### config.mk
export PLATFORM = sky130hd
export DESIGN_NAME = imem_loader
export DESIGN_NICKNAME = d
export VERILOG_FILES = /design/src/rtl/imem_loader.sv
export SDC_FILE = /design/constraint.sdc
export NUM_CORES = 1
export LEC_CHECK = 0
export CAP_MARGIN = 40
export CORE_MARGIN = 2
export CORE_UTILIZATION = 30
export CTS_CLUSTER_DIAMETER = 200
export DETAILED_ROUTE_END_ITERATION = 8
export PLACE_DENSITY = 0.63
export SYNTH_ARGS = -nofsm -noshare
export SYNTH_HDL_FRONTEND = slang
export SYNTH_SLANG_ARGS = --single-unit
### constraint.sdc
create_clock -name clk -period 2.7 [get_ports clk]
set_input_delay 0.81 -clock clk [delete_from_list [all_inputs] [get_ports clk]]
set_output_delay 0.81 -clock clk [all_outputs]
set_load 0.05 [all_outputs]
### src/rtl/imem_loader.sv
// Instruction memory loader: streams 32-bit words into a byte-wide
// write port, most significant byte at the lowest address.
module imem_loader #(
  parameter int ADDR_W = 8,
  parameter int CNT_W  = 7
) (
  input  logic              clk,
  input  logic              reset_n,
  input  logic              start,
  input  logic [ADDR_W-1:0] base_addr,
  input  logic [CNT_W-1:0]  word_count,
  input  logic              in_valid,
  output logic              in_ready,
  input  logic [31:0]       in_word,
  output logic              mem_we,
  output logic [ADDR_W-1:0] mem_addr,
  output logic [7:0]        mem_wdata,
  output logic              busy,
  output logic              done,
  output logic              overflow
);

  typedef enum logic [1:0] {
    IDLE,
    ACCEPT,
    WRITE,
    DONE
  } state_t;

  localparam logic [ADDR_W-1:0] ALIGN = ~ADDR_W'(3);
  localparam logic [ADDR_W-1:0] TOP   = '1;

  state_t            state;
  logic [ADDR_W-1:0] addr;
  logic [CNT_W-1:0]  rem;
  logic [1:0]        idx;
  logic [31:0]       word;

  assign in_ready = (state == ACCEPT);
  assign mem_addr = addr;

  always_ff @(posedge clk or negedge reset_n) begin
    if (!reset_n) begin
      state     <= IDLE;
      addr      <= '0;
      rem       <= '0;
      idx       <= '0;
      word      <= '0;
      mem_we    <= 1'b0;
      mem_wdata <= '0;
      busy      <= 1'b0;
      done      <= 1'b0;
      overflow  <= 1'b0;
    end else begin
      unique case (state)
        IDLE: begin
          if (start) begin
            overflow <= 1'b0;
            if (word_count != '0) begin
              addr  <= base_addr & ALIGN;
              rem   <= word_count;
              busy  <= 1'b1;
              state <= ACCEPT;
            end else begin
              done  <= 1'b1;
              state <= DONE;
            end
          end
        end
        ACCEPT: begin
          if (in_valid) begin
            // word shifts left so the next byte is always at [23:16]
            word      <= in_word;
            mem_wdata <= in_word[31:24];
            mem_we    <= 1'b1;
            idx       <= '0;
            state     <= WRITE;
          end
        end
        WRITE: begin
          addr <= addr + 1'b1;
          if (idx != 2'd3) begin
            idx       <= idx + 1'b1;
            mem_wdata <= word[23:16];
            word      <= {word[23:0], 8'h00};
          end else begin
            mem_we    <= 1'b0;
            mem_wdata <= '0;
            rem       <= rem - 1'b1;
            if (rem == CNT_W'(1)) begin
              busy  <= 1'b0;
              done  <= 1'b1;
              state <= DONE;
            end else if (addr == TOP) begin
              overflow <= 1'b1;
              busy     <= 1'b0;
              done     <= 1'b1;
              state    <= DONE;
            end else begin
              state <= ACCEPT;
            end
          end
        end
        DONE: begin
          done  <= 1'b0;
          state <= IDLE;
        end
        default: state <= IDLE;
      endcase
    end
  end

endmodule

# Word-level counts from Yosys, hierarchy flattened
# Cells that the tools add are included.
[word_totals]
output_inout_bits = 21
input_bits = 51
ff_bits = 55
[classes]
n_eq_ne = 15
addsub = 3
muxes = 42
reduce_logical = 14
[ops]
columns = ["operator", "count"]
rows = [
  ["two-way mux 24 bit", 2],
  ["case mux 24 bit (2 select lines)", 1],
  ["two-way mux 8 bit", 4],
  ["case mux 8 bit (2 select lines)", 2],
  ["two-way mux 7 bit", 3],
  ["inequality test 2 bit (second input constant)", 9],
  ["two-way mux 2 bit", 8],
  ["two-way mux 1 bit", 15],
  ["AND reduction 5 bit", 3],
  ["case mux 7 bit (2 select lines)", 1],
  ["AND reduction 3 bit", 4],
  ["adder 8 x 1 -> 8 bit (second input constant)", 1],
  ["equality test 8 bit (second input constant)", 1],
  ["case mux 2 bit (4 select lines)", 1],
  ["equality test 7 x 1 -> 1 bit (second input constant)", 1],
  ["nonzero test 7 bit", 1],
  ["subtractor 7 x 1 -> 7 bit (second input constant)", 1],
  ["case mux 1 bit (2 select lines)", 3],
  ["equality test 2 bit (second input constant)", 2],
  ["case mux 2 bit (2 select lines)", 1],
  ["AND reduction 4 bit", 1],
  ["nonzero test 2 bit", 2],
  ["inequality test 3 bit (second input constant)", 1],
  ["case mux 1 bit (3 select lines)", 1],
  ["5 further kinds", 5],
]

# Depth between registers and ports, before layout
[depth]
word_depth = 5
ltp_mapped = 6
mapped_depth_nobuf = 6

# Worst setup path before layout
# OpenSTA, ideal clock, no wires.
[synth_path]
kind = "register -> output"
from = "register state[0]"
to = "output port in_ready"
t_arrival_ps = 1299
path_stages_with_launch = 3
required_time_ps = 1890
slack_ps = 591
cell_sequence = "dfrtp_1 > buf_2 > nor2b_1"
[synth_between]
elab_chain_cells = 1
[synth_lines]
columns = ["item", "line_no", "source"]
rows = [
  ["start: declaration", "33", "state_t state;"],
  ["start signal: assignment", "44", "state <= IDLE;"],
  ["start signal: assignment", "63", "state <= ACCEPT;"],
  ["start signal: assignment", "66", "state <= DONE;"],
  ["equality test 2 x 1 -> 1 bit", "39", "assign in_ready = (state == ACCEPT);"],
  ["end: declaration", "13", "output logic in_ready,"],
]
# No other way between the ends.

# Worst setup path in the final report
[layout_path]
from = "register addr[2], in the netlist mem_addr[2]"
to = "output port mem_addr[2]"
[layout_lines]
columns = ["item", "line_no", "source"]
rows = [
  ["start: declaration", "34", "logic [ADDR_W-1:0] addr;"],
  ["start signal: assignment", "60", "addr <= base_addr & ALIGN;"],
  ["start signal: assignment", "81", "addr <= addr + 1'b1;"],
  ["end: declaration", "16", "output logic [ADDR_W-1:0] mem_addr,"],
]
# No word-level cell between the ends.

==> impl_metrics.tcl <==
set metrics [dict create \
    synth-async-reset-ratio_pct 100 \
    synth_top_cell_by_area "dfrtp_1" \
    max_stage_delay_ps 840 \
    cap_violations 0 \
    antenna_found_initial 0 \
    ant_nets 0 \
    vias_per_cell 4.93 \
    path_class "reg -> out" \
    total_power_w 0.00391 \
    crit_chain "clkdlybuf4s50_1" \
    finClkSkew_ps 17.3 \
    min_path_type "reg -> reg" \
    crit_slowest_cell "clkdlybuf4s50_1" \
    cp-start-kind "flip-flop" \
    cts_buffers 5 \
    clk_pin_slew_ps 110 \
    drc 0 \
    die_h_microns 99.2 \
    gp_congestion 0.866 \
    p_leak_nw 1.49 \
    ioPinCount 72 \
    setup_tns_ps 0 \
    synth.distinct_cells 44 \
    synth_edf_count 0 \
    totalWireLength_microns 6240 \
    worstSkewPairLatency_ps 310 \
    relSlewSlack_pct 57.4 \
    path_max_fanout 8 \
    cts_max_path_buffers 2 \
    peakVddDrop_mv 0.341 \
    synth_seq_cells 55 \
    dr.max_layer_used "met4" \
    wl_met2_microns 2850 \
    finalSetupViolCount 0 \
    hold_violations 0 \
    grt_pass1_vias 2160 \
    cts_setup_buffers 0 \
    synth_top_area_share_pct 50.6 \
    hold_start "word[12]" \
    rr_worst_depth 5 \
    hpwlAfterDp_microns 4460 \
    synth.avg_cell_area_sq_um 10.1 \
    worstMarginPinSlew_ps 640 \
    fin_util_pct 41.6 \
    die_w_microns 99.2 \
    min_to "word[12]" \
    vias 2187 \
    cts_tree "yes" \
    r2r_end "mem_addr[5]" \
    firstDrtPassIters 4 \
    grt_first_pass_wirelength_microns 10500 \
    met1_length_microns 3040 \
    cts_root_buf "clkbuf_8" \
    cts_hold_buffers 0 \
    post_cts_resized 0 \
    wl_per_cell_microns 14.1 \
    r2r_slack_ps 780 \
    cts_htree_levels 2 \
    rows 34 \
    wl_met3_microns 288 \
    fmax_ghz 0.413 \
    die_area_sq_mm 0.00984 \
    synth_ff_type "dfrtp_1" \
    initial_utilization_pct 31.0 \
    status "completed" \
    coreArea_sq_mm 0.00876 \
    diodes 0 \
    drtIter0Drc 50 \
    netlist_instances 268 \
    areaGrowthSynthToFinish_pct 34.0 \
    min_period_over_period_pct 89.7 \
    synth_nets 323 \
    drv_slew 0 \
    worstPathRequired_ps 1890 \
    p_per_area_mw_per_mm2 1070 \
    synth.area.top_cells "dfrtp_1 51%, mux2i_1 9.2%, o21ai_0 6.1%" \
    ys_warn_count 0 \
    drive_above_1_share_pct 8.04 \
    min_period_ps 2420 \
    reg2reg_from "state[1]" \
    crit_buf_inv 1 \
    grt_start_max_net_pins 39 \
    endpoint_kind "primary output" \
    clock-sinks 55 \
    rsz0062_at_grt "false" \
    fillers 850 \
    track_usage_pct 13.0 \
    syn_area_sq_mm 0.00272 \
    holdPathStages 2 \
    crit_family "buffers and inverters" \
    final_nets 390 \
    grt_overflow 0 \
    cp.depth 1 \
    ys_seq_area_share_pct 50.6 \
    port_buffers 69 \
    cp.arrival_ps 1610 \
]
==> kinds of logic after synthesis <==
logic type	Yosys count	synth area share [%]
mux	26	9.62
fa+ha+maj	4	1.84
compound gates	82	19.1
simple gates	77	14.9
flops	55	50.6
buf+inv	24	3.91
==> where the power goes <==
part | total (W) | internal (W) | switching (W)
clock | 0.000502 | 0.000234 | 0.000268
sequential | 0.00148 | 0.00118 | 0.000295
combinational | 0.00193 | 0.000773 | 0.00116
total | 0.00391 | 0.00219 | 0.00172
==> cells in the final DEF (no fill, tap or decap), drive strengths merged, types with 2 or more instances in the layout <==
| cell | count |
|---|---|
| nand4 | 2 |
| clkbuf | 7 |
| nor2b | 2 |
| a31oi | 3 |
| nor2 | 11 |
| and4 | 2 |
| nand2 | 30 |
| nand3 | 6 |
| o22ai | 2 |
| o32ai | 2 |
| dfrtp | 55 |
| or3 | 2 |
| a211oi | 3 |
| clkdlybuf4s50 | 67 |
| nor3 | 3 |
| o2bb2ai | 3 |
| a22oi | 3 |
| a211o | 2 |
| o21ai | 33 |
| inv | 7 |
| ha | 4 |
| a22o | 9 |
| nand2b | 4 |
| a21oi | 15 |
| nand3b | 8 |
| mux2i | 25 |
| nor4 | 3 |
| buf | 10 |
==> worst min-delay path, cell delays in order (launching register included) <==
cell and delay [ps]:
dfrtp_1 350, nand2_1 50, o21ai_0 60
==> how the worst max path moves through the flow <==
stage,slack (ps),start,to
5_1_grt,190,mem_addr[2],mem_addr[2]
6_report,280,mem_addr[2],mem_addr[2]
2_1_floorplan,590,state[0],in_ready
3_5_place_dp,130,word_count[5],mem_addr[5]
3_3_place_gp,170,word_count[5],mem_addr[5]
4_1_cts,260,mem_addr[2],mem_addr[2]
==> layout make-up <==
type	instances	area [sq um]	area share (%)
clock buffer	7	96.3	2.65
tap	108	135	3.71
multi-input combinational	189	1240	34.2
clock inverter	1	7.51	0.206
inverter	7	26.3	0.721
sequential	55	1380	37.8
timing repair buffer	77	756	20.7
==> layer usage <==
metal / vias to the layer above / track usage [%]
met2: 45 / 20.7
met1: 1029 / 18.2
met3: 5 / 2.67
li1: 1108 / -
met4: 0 / 3.48
met5: - / 0
==> metrics by stage <==
stage          std cells  area [sq um]  hold WS (ps)  setup WS, ps
6_report             444          3640           486           278
5_1_grt              444          3640           524           193
4_1_cts              444          3640           495           262
3_5_place_dp         436          3540           470           127
3_3_place_gp         436          3540           460           174
2_1_floorplan        268          2720           450           591
==> flip-flops by register name, summed over array words and instances, names as in the netlist, 2 cells and up <==
name,count
mem_wdata,8
idx,2
state,2
word,24
mem_addr,8
rem,7
==> synthesized netlist by cell type, types with 2 or more instances <==
cell type and n:
dfrtp_1 55, o21ai_0 33, nand2_1 30, mux2i_1 25, a21oi_1 15, nor2_1 11
buf_2 10, a22o_1 9, nand3b_1 8, inv_1 7, clkbuf_1 6, nand3_1 6
ha_1 4, nand2b_1 4, a22oi_1 3, a31oi_1 3, nor3_1 3, o2bb2ai_1 3
a211o_1 2, a211oi_1 2, nor2b_1 2, nor4_1 2, o22ai_1 2, o32ai_1 2
or3_1 2
Power figures use the tool's default switching activity.
